File: config.mk
export PLATFORM = sky130hd
export DESIGN_NAME = id_stage_hzd
export DESIGN_NICKNAME = d
export VERILOG_FILES = /design/src/rtl/id_stage_hzd.sv
export SDC_FILE = /design/constraint.sdc
export NUM_CORES = 2
export LEC_CHECK = 0
export CORE_MARGIN = 1.5
export CORE_UTILIZATION = 45
export CTS_CLUSTER_SIZE = 8
export DETAILED_ROUTE_END_ITERATION = 8
export PLACE_DENSITY = 0.73
export SLEW_MARGIN = 20
export SYNTH_ARGS = -nofsm -noshare
export SYNTH_HDL_FRONTEND = slang
export SYNTH_SLANG_ARGS = --single-unit
File: constraint.sdc
create_clock -name clk -period 83.1 [get_ports clk]
set_input_delay 8.31 -clock clk [delete_from_list [all_inputs] [get_ports clk]]
set_output_delay 8.31 -clock clk [all_outputs]
set_load 0.02 [all_outputs]
File: src/rtl/id_stage_hzd.sv
// MIPS ID stage: opcode decode, GPR file with write-through bypass, immediate extension,
// load-use stall detection and bubble insertion into the ID/EX register.
module id_stage_hzd #(
    parameter int DATA_W     = 32,
    parameter int REG_ADDR_W = 5,
    parameter int IMM_W      = 16
) (
    input  logic                  clk,
    input  logic                  rst,
    input  logic [31:0]           if_id_instr,
    input  logic [DATA_W-1:0]     if_id_npc,
    input  logic                  wb_regwrite,
    input  logic [REG_ADDR_W-1:0] wb_writereg,
    input  logic [DATA_W-1:0]     wb_writedata,
    input  logic                  ex_memread,
    input  logic [REG_ADDR_W-1:0] ex_rt,
    input  logic                  flush,
    output logic                  stall,
    output logic [1:0]            wb,
    output logic [2:0]            m,
    output logic [3:0]            ex,
    output logic [DATA_W-1:0]     npc,
    output logic [DATA_W-1:0]     rdata1,
    output logic [DATA_W-1:0]     rdata2,
    output logic [DATA_W-1:0]     imm,
    output logic [REG_ADDR_W-1:0] rt_out,
    output logic [REG_ADDR_W-1:0] rd_out
);

    localparam int NUM_REGS = 2 ** REG_ADDR_W;

    localparam logic [5:0] OP_RTYPE = 6'b000000;
    localparam logic [5:0] OP_LW    = 6'b100011;
    localparam logic [5:0] OP_SW    = 6'b101011;
    localparam logic [5:0] OP_BEQ   = 6'b000100;
    localparam logic [5:0] OP_ADDI  = 6'b001000;
    localparam logic [5:0] OP_ANDI  = 6'b001100;
    localparam logic [5:0] OP_ORI   = 6'b001101;

    logic [DATA_W-1:0]     gpr_q [NUM_REGS];
    logic [DATA_W-1:0]     gpr_d [NUM_REGS];

    logic [1:0]            wb_q, wb_d;
    logic [2:0]            m_q, m_d;
    logic [3:0]            ex_q, ex_d;
    logic [DATA_W-1:0]     npc_q, npc_d;
    logic [DATA_W-1:0]     rdata1_q, rdata1_d;
    logic [DATA_W-1:0]     rdata2_q, rdata2_d;
    logic [DATA_W-1:0]     imm_q, imm_d;
    logic [REG_ADDR_W-1:0] rt_q, rt_d;
    logic [REG_ADDR_W-1:0] rd_q, rd_d;

    logic [5:0]            opcode;
    logic [REG_ADDR_W-1:0] rs_addr;
    logic [REG_ADDR_W-1:0] rt_addr;
    logic [REG_ADDR_W-1:0] rd_addr;
    logic [IMM_W-1:0]      imm_raw;
    logic [1:0]            dec_wb;
    logic [2:0]            dec_m;
    logic [3:0]            dec_ex;
    logic                  uses_rt;
    logic                  zero_ext;
    logic                  bubble;
    logic [DATA_W-1:0]     rd1_val;
    logic [DATA_W-1:0]     rd2_val;

    assign opcode  = if_id_instr[31:26];
    assign rs_addr = if_id_instr[21 +: REG_ADDR_W];
    assign rt_addr = if_id_instr[16 +: REG_ADDR_W];
    assign rd_addr = if_id_instr[11 +: REG_ADDR_W];
    assign imm_raw = if_id_instr[IMM_W-1:0];

    always_comb begin
        dec_wb   = 2'b00;
        dec_m    = 3'b000;
        dec_ex   = 4'b0000;
        uses_rt  = 1'b0;
        zero_ext = 1'b0;
        unique case (opcode)
            OP_RTYPE: begin dec_wb = 2'b10; dec_ex = 4'b1100; uses_rt = 1'b1; end
            OP_LW:    begin dec_wb = 2'b11; dec_m = 3'b010; dec_ex = 4'b0001; end
            OP_SW:    begin dec_m = 3'b001; dec_ex = 4'b0001; uses_rt = 1'b1; end
            OP_BEQ:   begin dec_m = 3'b100; dec_ex = 4'b0010; uses_rt = 1'b1; end
            OP_ADDI:  begin dec_wb = 2'b10; dec_ex = 4'b0001; end
            OP_ANDI,
            OP_ORI:   begin dec_wb = 2'b10; dec_ex = 4'b0111; zero_ext = 1'b1; end
            default:  ;
        endcase
    end

    // Write-through: a same-cycle WB write to the addressed register wins over the stored value.
    always_comb begin
        rd1_val = gpr_q[rs_addr];
        rd2_val = gpr_q[rt_addr];
        if (wb_regwrite && (wb_writereg == rs_addr)) rd1_val = wb_writedata;
        if (wb_regwrite && (wb_writereg == rt_addr)) rd2_val = wb_writedata;
        if (rs_addr == '0) rd1_val = '0;
        if (rt_addr == '0) rd2_val = '0;
    end

    assign stall  = ex_memread && (ex_rt != '0) &&
                    ((ex_rt == rs_addr) || ((ex_rt == rt_addr) && uses_rt));
    assign bubble = stall || flush;

    always_comb begin
        for (int i = 0; i < NUM_REGS; i++) gpr_d[i] = gpr_q[i];
        if (wb_regwrite && (wb_writereg != '0)) gpr_d[wb_writereg] = wb_writedata;

        wb_d     = bubble ? 2'b00   : dec_wb;
        m_d      = bubble ? 3'b000  : dec_m;
        ex_d     = bubble ? 4'b0000 : dec_ex;
        npc_d    = if_id_npc;
        rdata1_d = rd1_val;
        rdata2_d = rd2_val;
        imm_d    = zero_ext ? DATA_W'(imm_raw) : DATA_W'($signed(imm_raw));
        rt_d     = rt_addr;
        rd_d     = rd_addr;
    end

    always_ff @(posedge clk or posedge rst) begin
        if (rst) begin
            for (int i = 0; i < NUM_REGS; i++) gpr_q[i] <= '0;
            wb_q     <= '0;
            m_q      <= '0;
            ex_q     <= '0;
            npc_q    <= '0;
            rdata1_q <= '0;
            rdata2_q <= '0;
            imm_q    <= '0;
            rt_q     <= '0;
            rd_q     <= '0;
        end else begin
            for (int i = 0; i < NUM_REGS; i++) gpr_q[i] <= gpr_d[i];
            wb_q     <= wb_d;
            m_q      <= m_d;
            ex_q     <= ex_d;
            npc_q    <= npc_d;
            rdata1_q <= rdata1_d;
            rdata2_q <= rdata2_d;
            imm_q    <= imm_d;
            rt_q     <= rt_d;
            rd_q     <= rd_d;
        end
    end

    assign wb     = wb_q;
    assign m      = m_q;
    assign ex     = ex_q;
    assign npc    = npc_q;
    assign rdata1 = rdata1_q;
    assign rdata2 = rdata2_q;
    assign imm    = imm_q;
    assign rt_out = rt_q;
    assign rd_out = rd_q;

endmodule

==> out/metrics.csv <==
stage;metric;value;unit
synthesis;synth top area cells;dfrtp_1, mux2_2, mux4_2, mux2i_1, clkbuf_1;
sta;max_slew headroom;0.245;
synthesis;main flop type after synthesis;dfrtp_1;
final_layout;synth-to-layout area growth;13.7;%
synthesis;EDFF count, synth;0;
sta;post-layout min period;19230;ps
global_routing;Total Routing Usage GR;0.269;
cts;cts repair resizes;0;
floorplanning;DIE WIDTH;365;um
final_layout;Nets;4083;
synthesis;Avg Cell Area, Syn;15.1;sq um
sta;Fin. Hold Viols;0;
cts;CTS buffer count;163;
final_layout;layout cells sized above 1;0.455;
synthesis;gate count after technology mapping;3912;
sta;WHS;370;ps
hold_path;Hold Path Cell Cnt;0;
critical_path;CP Capture Type;primary output;
synthesis;main combinational cell family by area after synthesis;multiplexers;
cts;worst skew pair latency;770;ps
routing;via density per instance;6.52;
place;RD Place Congestion;0.831;
routing;Final ANT Viol Nets;0;
critical_path;CP dominant cell by count;clkdlybuf4s50_1;
place;hpwl dp;99.1;mm
cts;CTS Buffer Depth;3;
floorplanning;Core ar.;0.130;sq mm
sta;Setup TNS;0;ps
synthesis;multiplexer share of the synthesized area;0.419;
critical_path;worst path cell trace;clkdlybuf4s50_1, nor4_1, a21oi_1, or4_1, a21oi_2, clkdlybuf4s50_1;
routing;detailed-route DRC error count;0;
synthesis;share of synthesized registers carrying an async set or reset;1.00;
cts;clock-pin slew on the worst setup and hold paths;40;ps
cts;# clock sinks;1150;
sta;Pins Over Slew Limit;0;
synthesis;leading area contributor after synthesis;dfrtp_1;
sta;Max Freq;0.0520;GHz
sta;Final Cycle Share;0.231;
sta;RSZ-0062 raised after global routing;false;
synthesis;register bit total from synthesis;1150;
synthesis;Post-Synth Simple-Gate Area;0.0210;
synthesis;post-synthesis compound-gate area fraction;0.0332;
pwr;Static Leak;28.8;nW
synthesis;syn nets;4023;
cts;post-CTS setup buffers;0;
cts;H-tree levels;4;
global_routing;antenna violations before repair;10;
synthesis;top cells by count, synth;dfrtp_1, mux2_2, mux4_2;
final_layout;fin util;0.516;
synthesis;fraction of post-synthesis cell area in the top cell type by area;0.489;
synthesis;Synth Area in XOR/XNOR;0.00297;
global_routing;global-route wire length before repair;263;mm
critical_path;crit path max fanout;9;
critical_path;WP data required;74790;ps
floorplanning;Die ar.;0.133;sq mm
global_routing;number of global-route vias before repair;38976;
pwr;pwr/cell area;24.8;mW/mm^2
synthesis;Netlist cell types;61;
routing;DRT iter0 DRCs;3579;
critical_path;reg-to-reg setup timing slack;81010;ps
place;# port buffers;258;
sta;Final setup viols;0;
critical_path;crit path kind;in2out;
floorplanning;chip height;365;um
cts;clock root cell;clkbuf_16;
sta;clk_skew;23.3;ps
outcome;outcome;completed;
critical_path;Setup crit start kind;input pin;
hold_path;HP Class;reg2reg;
pwr;peak supply drop;21.9;uV
critical_path;largest stage delay on the critical path;680;ps
floorplanning;initial core utilization;0.454;
critical_path;critical path arrival;10920;ps
sta;Worst-Margin Slew;1130;ps
critical_path;worst r2r path cells;4;
floorplanning;I/O pin cnt;259;
cts;hold_buf cts;0;
cts;TritonCTS clock tree;yes;
routing;Via Count;37430;
synthesis;yosys warns;0;
routing;first drt pass iteration count;5;
routing;Routed WL;177;mm
sta;post-route setup slack;63870;ps
synthesis;Seq/Total Area, Yosys;0.489;
run;Max-Cap Viols;0;
global_routing;largest net degree at the start of global routing;180;
critical_path;CP max-delay cell;clkdlybuf4s50_1;
synthesis;most common cell in the netlist;dfrtp_1;
global_routing;gr ovfl total;0;
place;DP Worst Slack;63890;ps
floorplanning;site row count;132;
synthesis;Mapped Area;0.0589;sq mm
synthesis;Synth Area in Adders;0;
routing;WL/cell;30.8;um
==> stage by stage <==
| stage | total power [mW] | instance area, sq um | cells |
|---|---|---|---|
| 2_1_floorplan | 0.971 | 58900 | 3912 |
| 3_3_place_gp | 1.05 | 62600 | 5549 |
| 3_5_place_dp | 1.07 | 62600 | 5549 |
| 4_1_cts | 1.67 | 67000 | 5734 |
| 5_1_grt | 1.73 | 66900 | 5735 |
| 6_report | 1.66 | 66900 | 5738 |
==> area by class of cell <==
cell class                 count  area, sq um
timing repair buffer         345         3280
multi-input combinational   2307        28300
inverter                       5         26.3
clock buffer                 175         4240
tap                         1742         2180
antenna                        4         10.0
clock inverter                10          174
sequential                  1150        28800
fill                       10589        62700
==> state kept, by name (all words and copies together), names as in the netlist <==
signal,flops
gpr_q,1024
ex,4
m,3
wb,1
rd_out,4
imm,13
npc,32
rdata1,32
rt_out,5
rdata2,32
==> logic make-up after synthesis <==
group | count (synthesis)
flip-flops | 1150
multiplexers | 1767
AND/OR/NAND/NOR | 243
buffers and inverters | 455
XOR/XNOR | 20
AO/OA/AOI/OAI | 277
==> layout by cell type (no fill, tap or decap), types with 12 or more instances in the layout <==
cell / instances
dfrtp_1: 1150
mux2i_1: 294
xnor2_1: 16
nor2_4: 18
clkbuf_16: 167
a221oi_1: 26
a21oi_1: 22
a211oi_1: 27
nor2b_1: 17
nor3_1: 56
mux2_2: 1017
clkdlybuf4s50_1: 237
buf_2: 13
buf_4: 81
nand2_2: 15
mux4_2: 456
o21ai_0: 39
a22oi_1: 23
nand2_1: 15
nor2_1: 50
o22ai_1: 72
a221o_1: 12
==> worst max-delay path, delay by kind of cell <==
| kind | cells | cell delay (ps) |
|---|---|---|
| AOI/OAI and AO/OA | 2 | 420 |
| and+or+nand+nor | 2 | 980 |
| buffers and inverters | 2 | 1210 |
==> power breakdown <==
group	internal [mW]	leakage (nW)	switching (mW)	total, mW
clock	0.359	2.16	0.242	0.600
sequential	0.664	14.7	0.0709	0.735
combinational	0.192	12.0	0.135	0.327
==> per-layer routing <==
layer  global-route usage  part of all wire  vias up
met1                0.369              0.40    20113
met5                    0           0.00053        -
met4                0.103             0.040       14
li1                     -                 -    15049
met2                0.411              0.46     1807
met3               0.0705              0.10      447
==> final timing paths <==
kind,startpoint,end
setup / recovery,if_id_instr[26],stall
hold / removal,gpr_q[1013],gpr_q[1013]
setup reg to reg,gpr_q[22],rdata2[22]
hold reg to reg,gpr_q[1013],gpr_q[1013]
max in group asynchronous,rst,gpr_q[555]
min in group asynchronous,rst,npc[22]
(Power assumes the default switching activity.)
